<file path="src/rtl/snake_engine.sv">
// Multi-segment snake core: stepping, fruit growth, wall/self collision, pixel render.
// Define SNAKE_WRAP_EN to make the grid a torus (no wall collisions).
module snake_engine #(
  parameter int CELL     = 10,
  parameter int GRID_W   = 80,
  parameter int GRID_H   = 60,
  parameter int MAX_LEN  = 16,
  parameter int INIT_LEN = 3,
  parameter int INIT_X   = 4,
  parameter int INIT_Y   = 4,
  parameter int XW       = $clog2(GRID_W),
  parameter int YW       = $clog2(GRID_H),
  parameter int LW       = $clog2(MAX_LEN + 1)
) (
  input  logic          uclk,
  input  logic          reset,
  input  logic          mover,
  input  logic [2:0]    accion,
  input  logic [10:0]   PixelX,
  input  logic [10:0]   PixelY,
  input  logic [XW-1:0] fruitX,
  input  logic [YW-1:0] fruitY,
  input  logic [2:0]    Rfruta,
  input  logic [2:0]    Gfruta,
  input  logic [1:0]    Bfruta,
  output logic [2:0]    R,
  output logic [2:0]    G,
  output logic [1:0]    B,
  output logic          comer,
  output logic          game_over,
  output logic [LW-1:0] length
);

`ifdef SNAKE_WRAP_EN
  localparam bit WRAP = 1'b1;
`else
  localparam bit WRAP = 1'b0;
`endif

  localparam logic [2:0] UP    = 3'd1;
  localparam logic [2:0] DOWN  = 3'd2;
  localparam logic [2:0] LEFT  = 3'd3;
  localparam logic [2:0] RIGHT = 3'd4;

  localparam logic [XW-1:0] XMAX = XW'(GRID_W - 1);
  localparam logic [YW-1:0] YMAX = YW'(GRID_H - 1);

  localparam logic [7:0] C_HEAD = 8'b000_000_11;
  localparam logic [7:0] C_BODY = 8'b000_100_01;
  localparam logic [7:0] C_BG   = 8'b111_111_11;
  localparam logic [7:0] C_DEAD = 8'b100_000_00;

  typedef enum logic {RUN, OVER} state_t;

  state_t state, state_nx;

  logic [XW-1:0] seg_x [MAX_LEN];
  logic [YW-1:0] seg_y [MAX_LEN];
  logic [LW-1:0] len_q;
  logic [2:0]    dir, step_dir, rev_dir;
  logic          mover_q, step_q, comer_q;
  logic          dir_take;
  logic [XW-1:0] nhx;
  logic [YW-1:0] nhy;
  logic          wall, eat, self_hit, collide, move_ok;
  logic [31:0]   px, py;
  logic          in_grid, on_head, on_body, on_fruit;
  logic [7:0]    bg, pix, rgb;

  always_comb begin
    rev_dir = 3'd0;
    unique case (1'b1)
      dir == UP:    rev_dir = DOWN;
      dir == DOWN:  rev_dir = UP;
      dir == LEFT:  rev_dir = RIGHT;
      dir == RIGHT: rev_dir = LEFT;
      default:      rev_dir = 3'd0;
    endcase
  end

  assign dir_take = (state == RUN)
                  && (accion >= UP) && (accion <= RIGHT)
                  && !((len_q > LW'(1)) && (accion == rev_dir));

  // the pending move keeps the direction held when the edge was seen
  always_ff @(posedge uclk) begin
    if (!reset) begin
      dir      <= RIGHT;
      step_dir <= RIGHT;
      mover_q  <= 1'b0;
      step_q   <= 1'b0;
    end else begin
      if (dir_take) dir <= accion;
      step_dir <= dir;
      mover_q  <= mover;
      step_q   <= mover & ~mover_q;
    end
  end

  always_comb begin
    nhx  = seg_x[0];
    nhy  = seg_y[0];
    wall = 1'b0;
    unique case (1'b1)
      step_dir == UP:
        if (seg_y[0] == '0) begin
          nhy  = YMAX;
          wall = !WRAP;
        end else nhy = seg_y[0] - 1'b1;
      step_dir == DOWN:
        if (seg_y[0] == YMAX) begin
          nhy  = '0;
          wall = !WRAP;
        end else nhy = seg_y[0] + 1'b1;
      step_dir == LEFT:
        if (seg_x[0] == '0) begin
          nhx  = XMAX;
          wall = !WRAP;
        end else nhx = seg_x[0] - 1'b1;
      step_dir == RIGHT:
        if (seg_x[0] == XMAX) begin
          nhx  = '0;
          wall = !WRAP;
        end else nhx = seg_x[0] + 1'b1;
      default: ;
    endcase
  end

  assign eat = (nhx == fruitX) && (nhy == fruitY);

  // the tail only vacates its cell when the snake does not grow
  always_comb begin
    self_hit = 1'b0;
    for (int i = 0; i < MAX_LEN; i++) begin
      if (((i < int'(len_q) - 1) || (eat && (i == int'(len_q) - 1)))
          && (seg_x[i] == nhx) && (seg_y[i] == nhy))
        self_hit = 1'b1;
    end
  end

  assign collide = wall | self_hit;
  assign move_ok = (state == RUN) && step_q && !collide;

  always_ff @(posedge uclk) begin
    if (!reset) begin
      for (int i = 0; i < MAX_LEN; i++) begin
        seg_x[i] <= (i < INIT_LEN) ? XW'(INIT_X - i) : '0;
        seg_y[i] <= YW'(INIT_Y);
      end
    end else if (move_ok) begin
      seg_x[0] <= nhx;
      seg_y[0] <= nhy;
      for (int i = 1; i < MAX_LEN; i++) begin
        seg_x[i] <= seg_x[i-1];
        seg_y[i] <= seg_y[i-1];
      end
    end
  end

  always_ff @(posedge uclk) begin
    if (!reset) begin
      len_q   <= LW'(INIT_LEN);
      comer_q <= 1'b0;
    end else begin
      comer_q <= move_ok && eat;
      if (move_ok && eat && (len_q != LW'(MAX_LEN)))
        len_q <= len_q + 1'b1;
    end
  end

  always_ff @(posedge uclk) begin
    if (!reset) state <= RUN;
    else        state <= state_nx;
  end

  always_comb begin
    state_nx = state;
    if ((state == RUN) && step_q && collide) state_nx = OVER;
  end

  always_comb begin
    game_over = (state == OVER);
    bg        = (state == OVER) ? C_DEAD : C_BG;
  end

  function automatic logic in_span(input logic [31:0] p,
                                   input logic [31:0] c);
    return (p >= c * CELL) && (p < c * CELL + CELL);
  endfunction

  assign px      = 32'(PixelX);
  assign py      = 32'(PixelY);
  assign in_grid = (px < 32'(GRID_W * CELL)) && (py < 32'(GRID_H * CELL));

  always_comb begin
    on_head = in_span(px, 32'(seg_x[0])) && in_span(py, 32'(seg_y[0]));
    on_body = 1'b0;
    for (int i = 1; i < MAX_LEN; i++) begin
      if ((i < int'(len_q))
          && in_span(px, 32'(seg_x[i])) && in_span(py, 32'(seg_y[i])))
        on_body = 1'b1;
    end
    on_fruit = in_span(px, 32'(fruitX)) && in_span(py, 32'(fruitY));
  end

  always_comb begin
    pix = bg;
    priority case (1'b1)
      !in_grid: pix = bg;
      on_head:  pix = C_HEAD;
      on_body:  pix = C_BODY;
      on_fruit: pix = {Rfruta, Gfruta, Bfruta};
      default:  pix = bg;
    endcase
  end

  always_ff @(posedge uclk) begin
    if (!reset) rgb <= '0;
    else        rgb <= pix;
  end

  assign R      = rgb[7:5];
  assign G      = rgb[4:2];
  assign B      = rgb[1:0];
  assign comer  = comer_q;
  assign length = len_q;

endmodule
</file>
<file path="config.mk">
export PLATFORM = sky130hd
export DESIGN_NAME = snake_engine
export DESIGN_NICKNAME = d
export VERILOG_FILES = /design/src/rtl/snake_engine.sv
export SDC_FILE = /design/constraint.sdc
export NUM_CORES = 2
export LEC_CHECK = 0
export CORE_MARGIN = 5
export CORE_UTILIZATION = 50
export DETAILED_ROUTE_END_ITERATION = 8
export PLACE_DENSITY = 0.69
export SETUP_SLACK_MARGIN = 0.2
export SYNTH_ARGS = -nofsm -noshare
export SYNTH_HDL_FRONTEND = slang
export SYNTH_SLANG_ARGS = --single-unit
</file>
<file path="constraint.sdc">
create_clock -name uclk -period 10.3 [get_ports uclk]
set_input_delay 2.575 -clock uclk [delete_from_list [all_inputs] [get_ports uclk]]
set_output_delay 2.575 -clock uclk [all_outputs]
set_load 0.05 [all_outputs]
</file>
### Yosys cells after proc, flatten, opt, wreduce, memory -nomap -nowiden

Memories as Yosys holds them, arrays and structs flattened.
Cells that the tools add are included.

| operators by class | value |
|---|---|
| $add $sub $neg | 40 |
| multipliers | 34 |
| order comparisons | 104 |
| equal/unequal tests | 61 |
| muxes and demuxes | 84 |
| bitwise logic cells | 36 |
| reduce and logical (&&, ||, !) cells | 146 |

Operator list:

| cell | number |
|---|---|
| adder 11 x 4 -> 12 bit (second input constant) | 17 |
| < comparator 11 x 12 -> 1 bit | 17 |
| adder 10 x 4 -> 11 bit (second input constant) | 17 |
| greater-or-equal comparator 11 x 10 -> 1 bit | 17 |
| greater-or-equal comparator 11 bit | 17 |
| < comparator 11 bit | 17 |
| multiplier 7 x 3 -> 10 bit (second input constant) | 17 |
| multiplier 6 x 3 -> 9 bit (second input constant) | 17 |
| 2-to-1 mux 7 bit | 19 |
| logical AND 1 bit | 125 |
| equality test 7 bit | 17 |
| 2-to-1 mux 6 bit | 18 |
| equality test 6 bit | 17 |
| equality test 5 x 6 -> 1 bit (first input constant) | 8 |
| < comparator 5 x 6 -> 1 bit (first input constant) | 8 |
| < comparator 4 x 5 -> 1 bit (first input constant) | 8 |
| 2-to-1 mux 1 bit | 39 |
| bitwise OR 1 bit | 33 |
| logical NOT 32 bit | 1 |
| 2-to-1 mux 8 bit | 4 |
| equality test 4 x 6 -> 1 bit (first input constant) | 4 |
| < comparator 4 x 6 -> 1 bit (first input constant) | 4 |
| < comparator 11 x 10 -> 1 bit (second input constant) | 2 |
| < comparator 3 x 5 -> 1 bit (first input constant) | 4 |
| other kinds (33) | 58 |

| storage, ports and cells | value |
|---|---|
| register bits after elaboration | 23 |
| bits in writable memories | 208 |
| input port bits | 49 |
| output and inout bits | 15 |
| logic and storage cells | 515 |
| memories kept | 2 |

Memories:

| name | depth | bits a word | read ports | clocked after Yosys merged registers in | write ports | line | text |
|---|---|---|---|---|---|---|---|
| seg_x | 16 | 7 | 16 | 0 | 16 | 57 | `logic [XW-1:0] seg_x [MAX_LEN];` |
| seg_y | 16 | 6 | 16 | 0 | 16 | 58 | `logic [YW-1:0] seg_y [MAX_LEN];` |

### Longest topological paths before layout

An unclocked memory read counts as a cell.

| logic depth | value |
|---|---|
| word-level depth | 33 |
| mapped depth | 22 |
| mapped depth without buffers | 21 |

### Worst setup path before layout

OpenSTA, ideal clock, no wires.

| timing | value |
|---|---|
| path type | input to register |
| start | input port fruitX[5] |
| end | memory seg_x[0][0] (netlist bit), enable pin |
| library setup time | 1.635 ns |
| data arrival time | 8.493 ns |
| required time | 8.665 ns |
| path slack | 0.171 ns |
| cell stages on the path | 16 |
| path buffers | 4 |
| path through | clkbuf_1 -> xnor2_1 -> o21ai_0 -> a31oi_1 -> o2111ai_1 -> nor4_1 -> nand3_2 -> or2_4 -> o31a_1 -> o41ai_2 -> or4_1 -> buf_6 -> or2_1 -> buf_4 -> buf_6 -> nand2_1 |

RTL lines:

| element | line | text |
|---|---|---|
| start: declaration | 21 | `input logic [XW-1:0] fruitX,` |
| end: declaration | 57 |  |

==> summary.md <==
| Metric | Value |
|---|---|
| Clk pin slew, worst setup/hold paths | `0.07 ns` |
| Total core area | `77590 µm²` |
| Mapped Cells | `4414` |
| WHS Path Cells | `1` |
| Leading post-synthesis cells by cell area | `ha_1, edfxtp_1, xnor2_1, inv_1, a21oi_1` |
| Primary FF master, synth | `edfxtp_1` |
| Drt pass-1 iters | `5` |
| Critical Path End Type | `register` |
| Die Footprint | `83960 µm²` |
| Crit start category | `input pin` |
| Synth async-reset ratio | `0%` |
| Final Hold Viols | `0` |
| Area delta synth->final | `7.299%` |
| First-pass GRT wire length | `188.5 mm` |
| Slew HR | `17.07%` |
| Fin crit period | `7.932 ns` |
| Sequential element share of the synthesized area | `17.14%` |
| Initial Util | `50.44%` |
| CTS tree | `built` |
| Setup CP Type | `input pin to register` |
| Worst reg-to-reg setup slack | `2.69 ns` |
| RSZ-0062 raised after global routing | `false` |
| Top-area cell type share of the netlist area | `32.29%` |
| Netlist cell types | `98` |
| Hold Path Sink | `step_q$_SDFF_PN0_` |
| Initial drt markers | `2653` |
| Yosys warnings | `0` |
| Fmax | `126.1 MHz` |
| Setup total negative slack | `0 ns` |
| Vias in the first global route | `32843` |
| HP Class | `register to register` |
| Ports | `64` |
| Gr usage total | `28.85%` |
| Remaining DRCs | `0` |
| HP Start | `mover_q$_SDFF_PN0_` |
| Outcome | `finished, final reports clean` |
| Die span in x | `289.8 µm` |
| Root Driver | `clkbuf_16` |
| Die Ht | `289.8 µm` |
| Nets | `5572` |
| CTS resizes | `0` |
| Postcts setup bufs | `0` |
| Launch point of the worst path | `fruitX[5]` |
| Peak supply drop | `0.1133 mV` |
| Routed wire length per instance | `22.30 µm` |
| Post-Syn Area | `39140 µm²` |
| Avg Vias per Cell | `6.029` |
| Worst EP required | `10.46 ns` |
| Post-synth EDFFs | `208` |
| Pwr/cell area | `120.2 nW/µm²` |
| Share of layout cells above drive strength 1 | `3.533%` |
| Tcrit/Tclk final | `77.01%` |
| IO Port Bufs | `63` |
| Worst Path Arrival | `8.10 ns` |
| Largest net degree at the start of global routing | `132` |
| Yosys reg bits | `231` |
| Final Util | `54.12%` |
| Syn_area_per_cell | `8.866 µm²` |
| Tot Pwr | `0.005049 W` |
| Worst R2R End | `seg_x[1][18]$_SDFFCE_PN0P_` |
| Hpwl dp | `95.88 mm` |
| Sink Count | `231` |
| CTS Buffer Depth | `3` |
| GP Congestion | `1.063` |
| Via count | `33443` |
| Gr ovfl total | `0` |
| Worst-margin pin slew | `1.228 ns` |
| WL final | `123.7 mm` |
| Crit-path max FO | `131` |
| Fin Hold WS | `0.3992 ns` |
| Initial antenna violation count | `8` |
| Max-Cap Viols | `0` |
| Remaining antenna violation count | `0` |
| H-Tree Depth | `1` |
| Clk_skew | `0.03647 ns` |
| Cell count of the worst reg-to-reg path | `16` |
| Cell accounting for the most synthesized area | `ha_1` |
| RR Startpoint | `seg_x[0][0]$_SDFFCE_PN0P_` |
| Setup violations, final | `0` |
| LEAKAGE | `19.32 nW` |
| Rows | `102` |
| Worst-Skew Late Latency | `0.59 ns` |
| Count of pins over their slew limit | `0` |
| CTS hold repair buffers | `0` |
| CTS Buf Count | `28` |
## worst max-delay path, stage by stage
cell,delay (ns)
clkdlybuf4s50_1,0.70
xnor2_1,0.16
o21ai_0,0.11
a31oi_1,0.21
o2111ai_1,0.15
nor4_1,0.34
nand3_2,0.31
nor4_1,0.47
o2111ai_1,0.19
o2111ai_1,0.31
or3b_1,0.32
or2_2,0.15
buf_4,0.59
nand2_8,0.69
buf_4,0.67
## through the flow
| stage | area [µm²] | worst slack (ns) | instances |
|---|---|---|---|
| 6_report | 41990 | 2.368 | 5547 |
| 5_1_grt | 41980 | 2.175 | 5543 |
| 4_1_cts | 41980 | 2.483 | 5541 |
| 3_5_place_dp | 40960 | 1.885 | 5489 |
| 3_3_place_gp | 40960 | 2.048 | 5489 |
| 2_1_floorplan | 39200 | 2.272 | 4430 |
## layout by cell type, fill, tap and decap left out, types with 15 or more instances in the layout
cell type | netlist | layout
clkdlybuf4s50_1 | 0 | 44
o21ai_0 | 222 | 222
edfxtp_1 | 208 | 208
conb_1 | 1 | 17
buf_2 | 28 | 19
xor2_1 | 160 | 160
clkbuf_16 | 0 | 28
a2111oi_0 | 33 | 31
nor2b_1 | 80 | 80
o21a_1 | 60 | 60
nand2_1 | 164 | 163
o211ai_1 | 40 | 40
nor4_1 | 33 | 33
a21oi_1 | 308 | 307
inv_1 | 422 | 422
fa_1 | 34 | 34
nor2_1 | 168 | 168
a21o_1 | 142 | 142
nand4_1 | 44 | 44
nor3_1 | 149 | 149
buf_4 | 4 | 54
dfxtp_1 | 23 | 23
and2_1 | 154 | 154
o21bai_1 | 32 | 32
nand3_1 | 87 | 87
o31ai_1 | 15 | 15
a31oi_1 | 22 | 22
o2111ai_1 | 17 | 17
ha_1 | 1010 | 1010
a211oi_1 | 25 | 25
or3_1 | 37 | 37
nand2b_1 | 64 | 64
xnor2_1 | 368 | 368
## logic make-up (layout without fill, tap and decap cells)
logic type               count (synthesis)  in the layout  share of synthesized area, %
flip-flops                             231            231                         17.14
buffers and inverters                  521            592                         5.358
other                                    1             23                      0.009582
multiplexers                            12             12                        0.3133
adder cells (fa/ha/maj)               1044           1044                         34.03
XOR/XNOR                               528            528                         11.82
AND/OR/NAND/NOR                       1035           1035                         14.01
AO/OA/AOI/OAI                         1042           1042                         17.33
## worst max-delay path by stage
stage / end / slack, ns
6_report: seg_x[1][18]$_SDFFCE_PN0P_ / 2.37
5_1_grt: seg_x[1][14]$_SDFFCE_PN0P_ / 2.17
4_1_cts: seg_x[1][39]$_SDFFCE_PN0P_ / 2.48
3_5_place_dp: seg_x[1][39]$_SDFFCE_PN0P_ / 1.88
3_3_place_gp: seg_x[1][38]$_SDFFCE_PN0P_ / 2.05
2_1_floorplan: seg_x[0][0]$_SDFFCE_PN0P_ / 2.27
## final cells by class
| type | instances | area (µm²) |
|---|---|---|
| flip-flops and latches | 231 | 6706 |
| repair buffers | 117 | 940.9 |
| clock buffers | 31 | 711.9 |
| diodes | 6 | 15.01 |
| clock inverters | 21 | 306.5 |
| inverters | 423 | 1589 |
| fillers | 7255 | 35600 |
| multi-input cells | 3678 | 30420 |
| well taps | 1040 | 1301 |
## where the power goes
part	switching [W]	internal, W	total [W]	leakage, nW
clock	0.000442	0.000676	0.00112	0.488
combinational	0.00154	0.00115	0.00269	16.5
sequential	0.000139	0.00110	0.00124	2.31
total	0.00212	0.00293	0.00505	19.3
## synth_stat cells, types with 17 or more instances
master,count
a2111oi_0,33
a211oi_1,25
a21o_1,142
a21oi_1,308
a31oi_1,22
and2_1,154
buf_2,28
clkbuf_1,48
dfxtp_1,23
edfxtp_1,208
fa_1,34
ha_1,1010
inv_1,422
nand2_1,164
nand2b_1,64
nand3_1,87
nand4_1,44
nor2_1,168
nor2b_1,80
nor3_1,149
nor4_1,33
o2111ai_1,17
o211ai_1,40
o21a_1,60
o21ai_0,222
o21bai_1,32
or3_1,37
xnor2_1,368
xor2_1,160
## metal layers
metal / GRT usage (%) / share of wire [%]
met1: 37.10 / 42
met2: 47.45 / 45
met5: 0 / 0.011
met4: 15.52 / 6.8
met3: 3.490 / 6.2
## sequential cells by signal (all words and copies together), names as in the netlist
| register | flops |
|---|---|
| mover_q | 1 |
| game_over | 1 |
| step_q | 1 |
| step_dir | 3 |
| seg_x | 112 |
| seg_y | 96 |
| dir | 3 |
| length | 5 |
| comer | 1 |
| rgb | 8 |
Power figures use the tool's default switching activity.
